### src/rtl/ddram_arb_pkg.sv
// Shared types and defaults for the two-port DDR3 Avalon-MM arbiter.
//   arb_state_t : arbiter phase (idle, write burst, read command, read data)
//   port_idx_t  : requester index, 0 or 1
//   *_DEF       : default address / data / burstcount widths
package ddram_arb_pkg;

    typedef enum logic [1:0] {
        IDLE = 2'd0,
        WR   = 2'd1,
        RCMD = 2'd2,
        RDAT = 2'd3
    } arb_state_t;

    typedef logic port_idx_t;

    localparam int AW_DEF  = 29;
    localparam int DW_DEF  = 64;
    localparam int BCW_DEF = 8;

endpackage

### src/rtl/ddram_arb_rr.sv
// Two-way grant unit for the DDR3 arbiter.
//   req      in   2  pending request per port
//   rr_next  in   1  port preferred on a simultaneous request (RR != 0 only)
//   gnt_vld  out  1  at least one port is requesting
//   gnt      out  1  winning port index
// RR != 0 : round-robin, a tie goes to rr_next.
// RR == 0 : fixed priority, port 0 wins whenever it requests.
module ddram_arb_rr
    import ddram_arb_pkg::*;
#(
    parameter int RR = 1
) (
    input  logic [1:0] req,
    input  port_idx_t  rr_next,
    output logic       gnt_vld,
    output port_idx_t  gnt
);

    always_comb begin
        gnt_vld = |req;
        gnt     = 1'b0;
        if (req == 2'b11) begin
            gnt = (RR != 0) ? rr_next : 1'b0;
        end else if (req[1]) begin
            gnt = 1'b1;
        end
    end

endmodule

### src/rtl/ddram_arbiter2.sv
// Two-port arbiter sharing one 64-bit DDR3 Avalon-MM master (ram_*) between
// two requesters (p0, p1). A grant is held for the whole burst: until every
// write beat is accepted, or every read beat has been returned.
//   ram_clk, reset_n        clock, asynchronous active-low reset
//   pN_address/burstcount   requester N command (sampled when granted)
//   pN_read/write           requester N read request / write beat
//   pN_writedata/byteenable requester N write beat payload
//   pN_waitrequest          stall to requester N (1 whenever N is not owner)
//   pN_readdata/valid       shared read data, per-port valid
//   ram_*                   master side towards the HPS memory bridge
module ddram_arbiter2
    import ddram_arb_pkg::*;
#(
    parameter int AW  = AW_DEF,
    parameter int DW  = DW_DEF,
    parameter int BCW = BCW_DEF,
    parameter int RR  = 1
) (
    input  logic            ram_clk,
    input  logic            reset_n,

    input  logic [AW-1:0]   p0_address,
    input  logic [BCW-1:0]  p0_burstcount,
    input  logic            p0_read,
    input  logic            p0_write,
    input  logic [DW-1:0]   p0_writedata,
    input  logic [DW/8-1:0] p0_byteenable,
    output logic            p0_waitrequest,
    output logic [DW-1:0]   p0_readdata,
    output logic            p0_readdatavalid,

    input  logic [AW-1:0]   p1_address,
    input  logic [BCW-1:0]  p1_burstcount,
    input  logic            p1_read,
    input  logic            p1_write,
    input  logic [DW-1:0]   p1_writedata,
    input  logic [DW/8-1:0] p1_byteenable,
    output logic            p1_waitrequest,
    output logic [DW-1:0]   p1_readdata,
    output logic            p1_readdatavalid,

    output logic [AW-1:0]   ram_address,
    output logic [BCW-1:0]  ram_burstcount,
    output logic            ram_read,
    output logic            ram_write,
    output logic [DW-1:0]   ram_writedata,
    output logic [DW/8-1:0] ram_byteenable,
    input  logic            ram_waitrequest,
    input  logic [DW-1:0]   ram_readdata,
    input  logic            ram_readdatavalid
);

    // A burstcount of 0 still moves one beat.
    function automatic logic [BCW-1:0] burst_beats(input logic [BCW-1:0] bc);
        return (bc == '0) ? BCW'(1) : bc;
    endfunction

    arb_state_t      state, state_d;
    port_idx_t       owner, rr_next, gnt;
    logic            gnt_vld;
    logic            granted;
    logic [BCW-1:0]  bcnt;
    logic [AW-1:0]   addr_q;
    logic [BCW-1:0]  bc_q;

    logic            own_write, own_wait, own_rdv, beat_done;
    logic [DW-1:0]   own_wdata;
    logic [DW/8-1:0] own_be;
    logic            sel_write;
    logic [AW-1:0]   sel_addr;
    logic [BCW-1:0]  sel_bc;

    ddram_arb_rr #(.RR(RR)) u_rr (
        .req     ({p1_read | p1_write, p0_read | p0_write}),
        .rr_next (rr_next),
        .gnt_vld (gnt_vld),
        .gnt     (gnt)
    );

    // Command of the port being granted this cycle (only used in IDLE).
    assign sel_write = gnt ? p1_write      : p0_write;
    assign sel_addr  = gnt ? p1_address    : p0_address;
    assign sel_bc    = gnt ? p1_burstcount : p0_burstcount;

    // Beat-level signals of the current owner.
    assign own_write = owner ? p1_write     : p0_write;
    assign own_wdata = owner ? p1_writedata : p0_writedata;
    assign own_be    = owner ? p1_byteenable : p0_byteenable;

    always_comb begin
        state_d   = state;
        ram_read  = 1'b0;
        ram_write = 1'b0;
        own_wait  = 1'b1;
        own_rdv   = 1'b0;
        beat_done = 1'b0;
        case (state)
            IDLE: begin
                if (gnt_vld) state_d = sel_write ? WR : RCMD;
            end
            WR: begin
                ram_write = own_write;
                own_wait  = ram_waitrequest;
                if (own_write && !ram_waitrequest) begin
                    beat_done = 1'b1;
                    if (bcnt == BCW'(1)) state_d = IDLE;
                end
            end
            RCMD: begin
                ram_read = 1'b1;
                own_wait = ram_waitrequest;
                if (!ram_waitrequest) state_d = RDAT;
            end
            RDAT: begin
                own_rdv = ram_readdatavalid;
                if (ram_readdatavalid) begin
                    beat_done = 1'b1;
                    if (bcnt == BCW'(1)) state_d = IDLE;
                end
            end
            default: state_d = IDLE;
        endcase
    end

    always_ff @(posedge ram_clk or negedge reset_n) begin
        if (!reset_n) begin
            state   <= IDLE;
            owner   <= 1'b0;
            rr_next <= 1'b0;
            granted <= 1'b0;
            bcnt    <= '0;
            addr_q  <= '0;
            bc_q    <= '0;
        end else begin
            state <= state_d;
            if (state == IDLE && gnt_vld) begin
                owner   <= gnt;
                granted <= 1'b1;
                bcnt    <= burst_beats(sel_bc);
                addr_q  <= sel_addr;
                bc_q    <= sel_bc;
            end else if (beat_done) begin
                bcnt <= bcnt - BCW'(1);
            end
            if (state != IDLE && state_d == IDLE) rr_next <= ~owner;
        end
    end

    // Address/burstcount are registered at grant, so nothing from pN_* reaches
    // ram_* combinationally while idle. Write data follows the owner, but is
    // held at zero until the first grant after reset.
    assign ram_address    = addr_q;
    assign ram_burstcount = bc_q;
    assign ram_writedata  = granted ? own_wdata : '0;
    assign ram_byteenable = granted ? own_be    : '0;

    assign p0_waitrequest   = (owner == 1'b0) ? own_wait : 1'b1;
    assign p1_waitrequest   = (owner == 1'b1) ? own_wait : 1'b1;
    assign p0_readdatavalid = (owner == 1'b0) && own_rdv;
    assign p1_readdatavalid = (owner == 1'b1) && own_rdv;
    assign p0_readdata      = ram_readdata;
    assign p1_readdata      = ram_readdata;

endmodule
### config.mk
export PLATFORM = sky130hd
export DESIGN_NAME = ddram_arbiter2
export DESIGN_NICKNAME = d
export VERILOG_FILES = /design/src/rtl/ddram_arb_pkg.sv /design/src/rtl/ddram_arb_rr.sv /design/src/rtl/ddram_arbiter2.sv
export SDC_FILE = /design/constraint.sdc
export NUM_CORES = 1
export LEC_CHECK = 0
export CAP_MARGIN = 20
export CORE_AREA = 8 8 203 205
export CTS_BUF_LIST = sky130_fd_sc_hd__clkbuf_8 sky130_fd_sc_hd__clkbuf_16
export DETAILED_ROUTE_END_ITERATION = 10
export DIE_AREA = 0 0 211 213
export SYNTH_ARGS = -nofsm -noshare
export SYNTH_HDL_FRONTEND = slang
export SYNTH_SLANG_ARGS = --single-unit
### constraint.sdc
create_clock -name ram_clk -period 3.53 [get_ports ram_clk]
set_input_delay 0.5295 -clock ram_clk [delete_from_list [all_inputs] [get_ports ram_clk]]
set_output_delay 0.5295 -clock ram_clk [all_outputs]
set_load 0.05 [all_outputs]
==> impl_metrics.py, run 1 <==
metrics = {
    "critical_path": {
        "worst-endpoint-required_ns": 3.00,
        "worstSetupPathType": "reg2out",
        "reg2reg_slack_ns": 0.93,
        "cp_max_fo": 38,
        "r2r_cells": 6,
        "rr_startpoint": "owner",
        "rr_endpoint": "bcnt[4]",
        "worstSetupStartpointType": "flop",
        "crit_arrival_ns": 2.70,
        "cp-end-kind": "output port",
    },
    "clock_network": {
        "clkSlewWorstSetupHoldPaths_ns": 0.08,
        "cts_tree": "yes",
        "clock_sinks": 50,
        "cts_resized": 0,
        "htree_levels": 2,
        "worstSkewPairLatency_ns": 0.30,
        "cts_root_buf": "clkbuf_16",
        "post_cts_buffers": 0,
        "clock_path_buffers": 2,
        "holdBufCountCts": 0,
        "cts_buffers": 5,
    },
    "place": {
        "dpl_cell_area_um2": 7898,
        "portBuffers": 340,
        "dp.cells": 1258,
        "dp_hpwl_um": 19850,
        "globalplace.congestion": 0.8809,
    },
    "floorplanning": {
        "row_count": 72,
        "die_y_um": 213,
        "initial_core_util_pct": 12.58,
        "die_x_um": 211,
        "ios": 533,
        "die_area_um2": 44940,
        "coreArea_um2": 38110,
    },
    "sta": {
        "fmax_mhz": 309.5,
        "final.setup.tns_ns": 0,
        "fin_crit_ns": 3.231,
        "slew_violations": 0,
        "worst_pin_slew_ns": 0.6829,
        "skew_ns": 0.007616,
        "rsz0062_at_grt": "no",
        "relSlewSlack_pct": 54.47,
        "setup_viol": 0,
        "finalHoldViolCount": 0,
        "min_period_over_period_pct": 91.52,
    },
    "grt": {
        "grt_pass1_wl_um": 33100,
        "grt_pass1_vias": 4998,
        "grt_max_degree": 68,
        "antenna_found_initial": 3,
        "grt_overflow": 0,
        "grt.total_usage_pct": 9.758,
    },
    "detailed_routing": {
        "vias": 4495,
        "route.detailed.drc": 0,
        "drtIter0Drc": 121,
        "final_antenna_net_count": 0,
        "routed_wl_um": 23240,
        "vias_per_cell": 3.551,
        "wl_per_cell_um": 18.36,
        "firstDrtPassIters": 4,
    },
    "yosys": {
        "yosysSeqAreaShare_pct": 26.11,
        "synth_cell_types": 34,
        "synthTopCellsByArea": "dfrtp_1 26%, mux2i_1 24%, buf_4 20%",
        "avgSynthCellArea_um2": 8.761,
        "synth-edff-count": 0,
        "netlist_area_um2": 4792,
        "ys.flop_type": "dfrtp_1",
        "synth_warnings": 0,
        "synth_area_leader_cell": "dfrtp_1",
        "async_flop_share_pct": 100.0,
        "syn_nets": 844,
        "synth_seq_cells": 50,
        "synth_top_area_share_pct": 26.11,
        "syn_inst": 547,
    },
    "finish": {
        "multi_input_area_um2": 2452,
        "layout.area.seq_um2": 1256,
        "diodes": 0,
        "stdcell_count": 1266,
        "final_layout_size_suffix_gt1_share_pct": 4.813,
        "final_cell_mix": "336 x clkdlybuf4s50_1, 115 x mux2i_1, 73 x nor2b_1, 48 x dfrtp_1, 37 x nand2_1",
        "final_common_cell": "clkdlybuf4s50_1",
        "syn2layout_area_growth_pct": 68.02,
        "utilization_pct": 21.13,
        "fillers": 4247,
        "design_area_um2": 8051,
        "nets": 1044,
    },
    "outcome": {
        "status": "completed",
    },
    "hold_path": {
        "hold_path_class": "in2async",
    },
    "power_and_ir_drop": {
        "power_density_nw_per_um2": 777.9,
        "totalPowerFinal_w": 0.006264,
        "ir_worst_vdd_mv": 0.3964,
        "power_leakage_nw": 3.174,
    },
    "flow_run": {
        "drv_cap": 0,
    },
}
[cells by family after synthesis]
logic type      Yosys count  share of synthesized area, %
flops                    50                         26.11
simple gates            143                         16.24
compound gates           59                         7.467
buf+inv                 166                         23.05
fa+ha+maj                 7                         1.828
xor+xnor                  7                         1.279
mux                     115                         24.02
[layout make-up]
| class | count | area share (%) |
|---|---|---|
| Clock buffer | 5 | 1.554 |
| Clock inverter | 3 | 0.3574 |
| Inverter | 8 | 0.3730 |
| Multi-Input combinational cell | 331 | 30.46 |
| Sequential cell | 50 | 15.60 |
| Tap cell | 518 | 8.050 |
| Timing Repair Buffer | 351 | 43.61 |
[critical path: stages, from the launching register on]
cell and delay (ns):
dfrtp_4 0.84, buf_4 0.38, mux2i_1 0.13, nor2b_1 0.12, clkdlybuf4s50_1 0.85
[flip-flops by register name (all words and copies together) (netlist names)]
name,flops
bcnt,8
owner,1
state,2
rr_next,1
granted,1
ram_address,29
ram_burstcount,8
[worst max-delay path by stage]
stage	from	to	slack, ns	cells after the start
3_3_place_gp	owner	ram_writedata[8]	0.64	4
3_5_place_dp	owner	ram_writedata[8]	0.62	4
5_1_grt	owner	ram_writedata[9]	0.16	4
4_1_cts	owner	ram_writedata[9]	0.28	4
2_1_floorplan	owner	ram_byteenable[0]	0.79	5
6_report	owner	ram_writedata[9]	0.30	4
[cells in the mapped netlist (all sizes together), types with 3 or more instances]
cell    count
o21ai      32
nor2       16
o31ai       4
xnor2       4
nand2b      3
dfrtp      50
nor4        3
buf       137
nor2b      73
xor2        3
ha          7
clkbuf     21
nand2      37
mux2i     115
a21oi      14
inv         8
[report_power, final]
part	switching (W)	internal, W	leakage, nW
clock network	0.000250	0.000271	0.0759
registers	0.000287	0.000861	0.595
logic	0.00288	0.00171	2.50
[through the flow]
stage               worst slack (ns)  hold slack, ns
global route                  0.1632          0.2051
floorplan                     0.7868          0.2339
CTS                           0.2799          0.1939
detailed placement            0.6205          0.4692
finish                        0.2993          0.1862
global placement              0.6355          0.4606
[routing by layer]
metal	global-route usage (%)	part of all wire [%]	up-vias
met5	0	0.12	-
met4	2.268	1.6	4
met3	5.607	14	27
met2	15.33	43	373
met1	11.36	42	1993
li1	-	-	2098
Note: power is estimated with default switching activity, not from simulation.
==> inputs of run 2 (changes only) <==
==> constraint.sdc (replaced) <==
create_clock -name ram_clk -period 2.7 [get_ports ram_clk]
set_input_delay 0.405 -clock ram_clk [delete_from_list [all_inputs] [get_ports ram_clk]]
set_output_delay 0.405 -clock ram_clk [all_outputs]
set_load 0.05 [all_outputs]
==> impl_metrics.py, run 2 (synthesized netlist as in run 1, its figures left out) <==
metrics = {
    "outcome": {
        "status": "completed",
    },
    "grt": {
        "antenna_found_initial": 1,
        "grt_pass1_vias": 4905,
        "grt_pass1_wl_um": 32440,
        "grt.total_usage_pct": 9.494,
        "grt_max_degree": 68,
        "grt_overflow": 0,
    },
    "sta": {
        "fmax_mhz": 409.3,
        "slew_violations": 0,
        "finalHoldViolCount": 0,
        "rsz0062_at_grt": "no",
        "skew_ns": 0.008060,
        "setup_viol": 0,
        "fin_crit_ns": 2.443,
        "min_period_over_period_pct": 90.48,
        "worst_pin_slew_ns": 0.6323,
        "final.setup.tns_ns": 0,
        "relSlewSlack_pct": 57.84,
    },
    "floorplanning": {
        "die_area_um2": 44940,
        "die_x_um": 211,
        "initial_core_util_pct": 12.58,
        "row_count": 72,
        "coreArea_um2": 38110,
        "ios": 533,
        "die_y_um": 213,
    },
    "critical_path": {
        "r2r_cells": 8,
        "cp-end-kind": "output port",
        "worstSetupStartpointType": "flop",
        "rr_endpoint": "rr_next",
        "worst-endpoint-required_ns": 2.30,
        "rr_startpoint": "bcnt[1]",
        "cp_max_fo": 14,
        "reg2reg_slack_ns": 0.37,
        "crit_arrival_ns": 2.04,
        "worstSetupPathType": "reg2out",
    },
    "clock_network": {
        "cts_tree": "yes",
        "clock_path_buffers": 2,
        "clock_sinks": 50,
        "cts_buffers": 5,
        "htree_levels": 2,
        "post_cts_buffers": 0,
        "cts_root_buf": "clkbuf_16",
        "cts_resized": 0,
        "clkSlewWorstSetupHoldPaths_ns": 0.08,
        "holdBufCountCts": 0,
        "worstSkewPairLatency_ns": 0.30,
    },
    "flow_run": {
        "drv_cap": 0,
    },
    "finish": {
        "syn2layout_area_growth_pct": 72.30,
        "final_cell_mix": "264 x clkdlybuf4s50_1, 115 x mux2i_1, 73 x nor2b_1, 65 x buf_4, 48 x dfrtp_1",
        "fillers": 4177,
        "diodes": 0,
        "nets": 1051,
        "final_layout_size_suffix_gt1_share_pct": 15.23,
        "utilization_pct": 21.67,
        "final_common_cell": "clkdlybuf4s50_1",
        "stdcell_count": 1273,
        "largest_reg_flops": 29,
    },
    "detailed_routing": {
        "wl_per_cell_um": 17.82,
        "drtIter0Drc": 183,
        "final_antenna_net_count": 0,
        "firstDrtPassIters": 4,
        "vias_per_cell": 3.515,
        "route.detailed.drc": 0,
        "vias": 4474,
        "routed_wl_um": 22690,
    },
    "power_and_ir_drop": {
        "ir_worst_vdd_mv": 0.6770,
        "power_density_nw_per_um2": 1032,
        "power_leakage_nw": 3.394,
    },
    "place": {
        "portBuffers": 340,
        "globalplace.congestion": 0.8263,
        "dp_hpwl_um": 19540,
        "dp.cells": 1265,
    },
    "hold_path": {
        "hold_path_class": "in2async",
    },
}
run 2: cell types whose count changed in the layout (fill, tap and decap cells not counted), sizes merged:
cell           previous run  this run
clkinvlp                  0         1
buf                      15        94
bufinv                    0         1
clkdlybuf4s50           336       264
clkinv                    2         0
run 2: where the power goes:
group / internal (W) / switching [W]
sequential: 0.00113 / 0.000295
clock: 0.000445 / 0.000312
combinational: 0.00242 / 0.00392
run 2: layout make-up:
type / instances / area [µm²] / area share [%]
clock inverters: 3 / 48.80 / 0.5910
inverters: 8 / 30.03 / 0.3637
clock buffers: 5 / 125.1 / 1.515
repair buffers: 358 / 3696 / 44.76
flip-flops and latches: 50 / 1256 / 15.21
multi-input cells: 331 / 2452 / 29.70
well taps: 518 / 648.1 / 7.850
run 2: per-layer routing:
| metal | part of all wire, % | wire [µm] | track usage (%) |
|---|---|---|---|
| met4 | 2.0 | 464 | 2.365 |
| met2 | 44 | 9876 | 15.06 |
| met5 | 0 | 0 | 0 |
| met3 | 13 | 3035 | 5.005 |
| met1 | 41 | 9313 | 11.15 |
run 2: critical path, stage by stage, from the launching register on:
cell and delay, ns:
dfrtp_4 0.62, mux2i_1 0.17, nor2b_1 0.12, clkdlybuf4s50_1 0.81
run 2: worst max-delay path by stage:
stage	start	to	slack, ns
6_report	owner	ram_writedata[53]	0.26
5_1_grt	state[0]	ram_read	0.13
4_1_cts	owner	ram_writedata[13]	0.20
3_5_place_dp	p0_write	rr_next	0.21
3_3_place_gp	p0_write	rr_next	0.21
2_1_floorplan	owner	ram_byteenable[0]	0.08
run 2: through the flow:
stage	power, W	worst slack (ns)	instance area (µm²)	hold WS [ns]
after floorplan	0.005772	0.08133	4792	0.1094
after detailed placement	0.007882	0.2082	8083	0.4564
after CTS	0.008686	0.1980	8257	0.1322
after global placement	0.007852	0.2073	8083	0.4482
after global routing	0.009037	0.1296	8257	0.1599
final	0.008522	0.2571	8257	0.1234
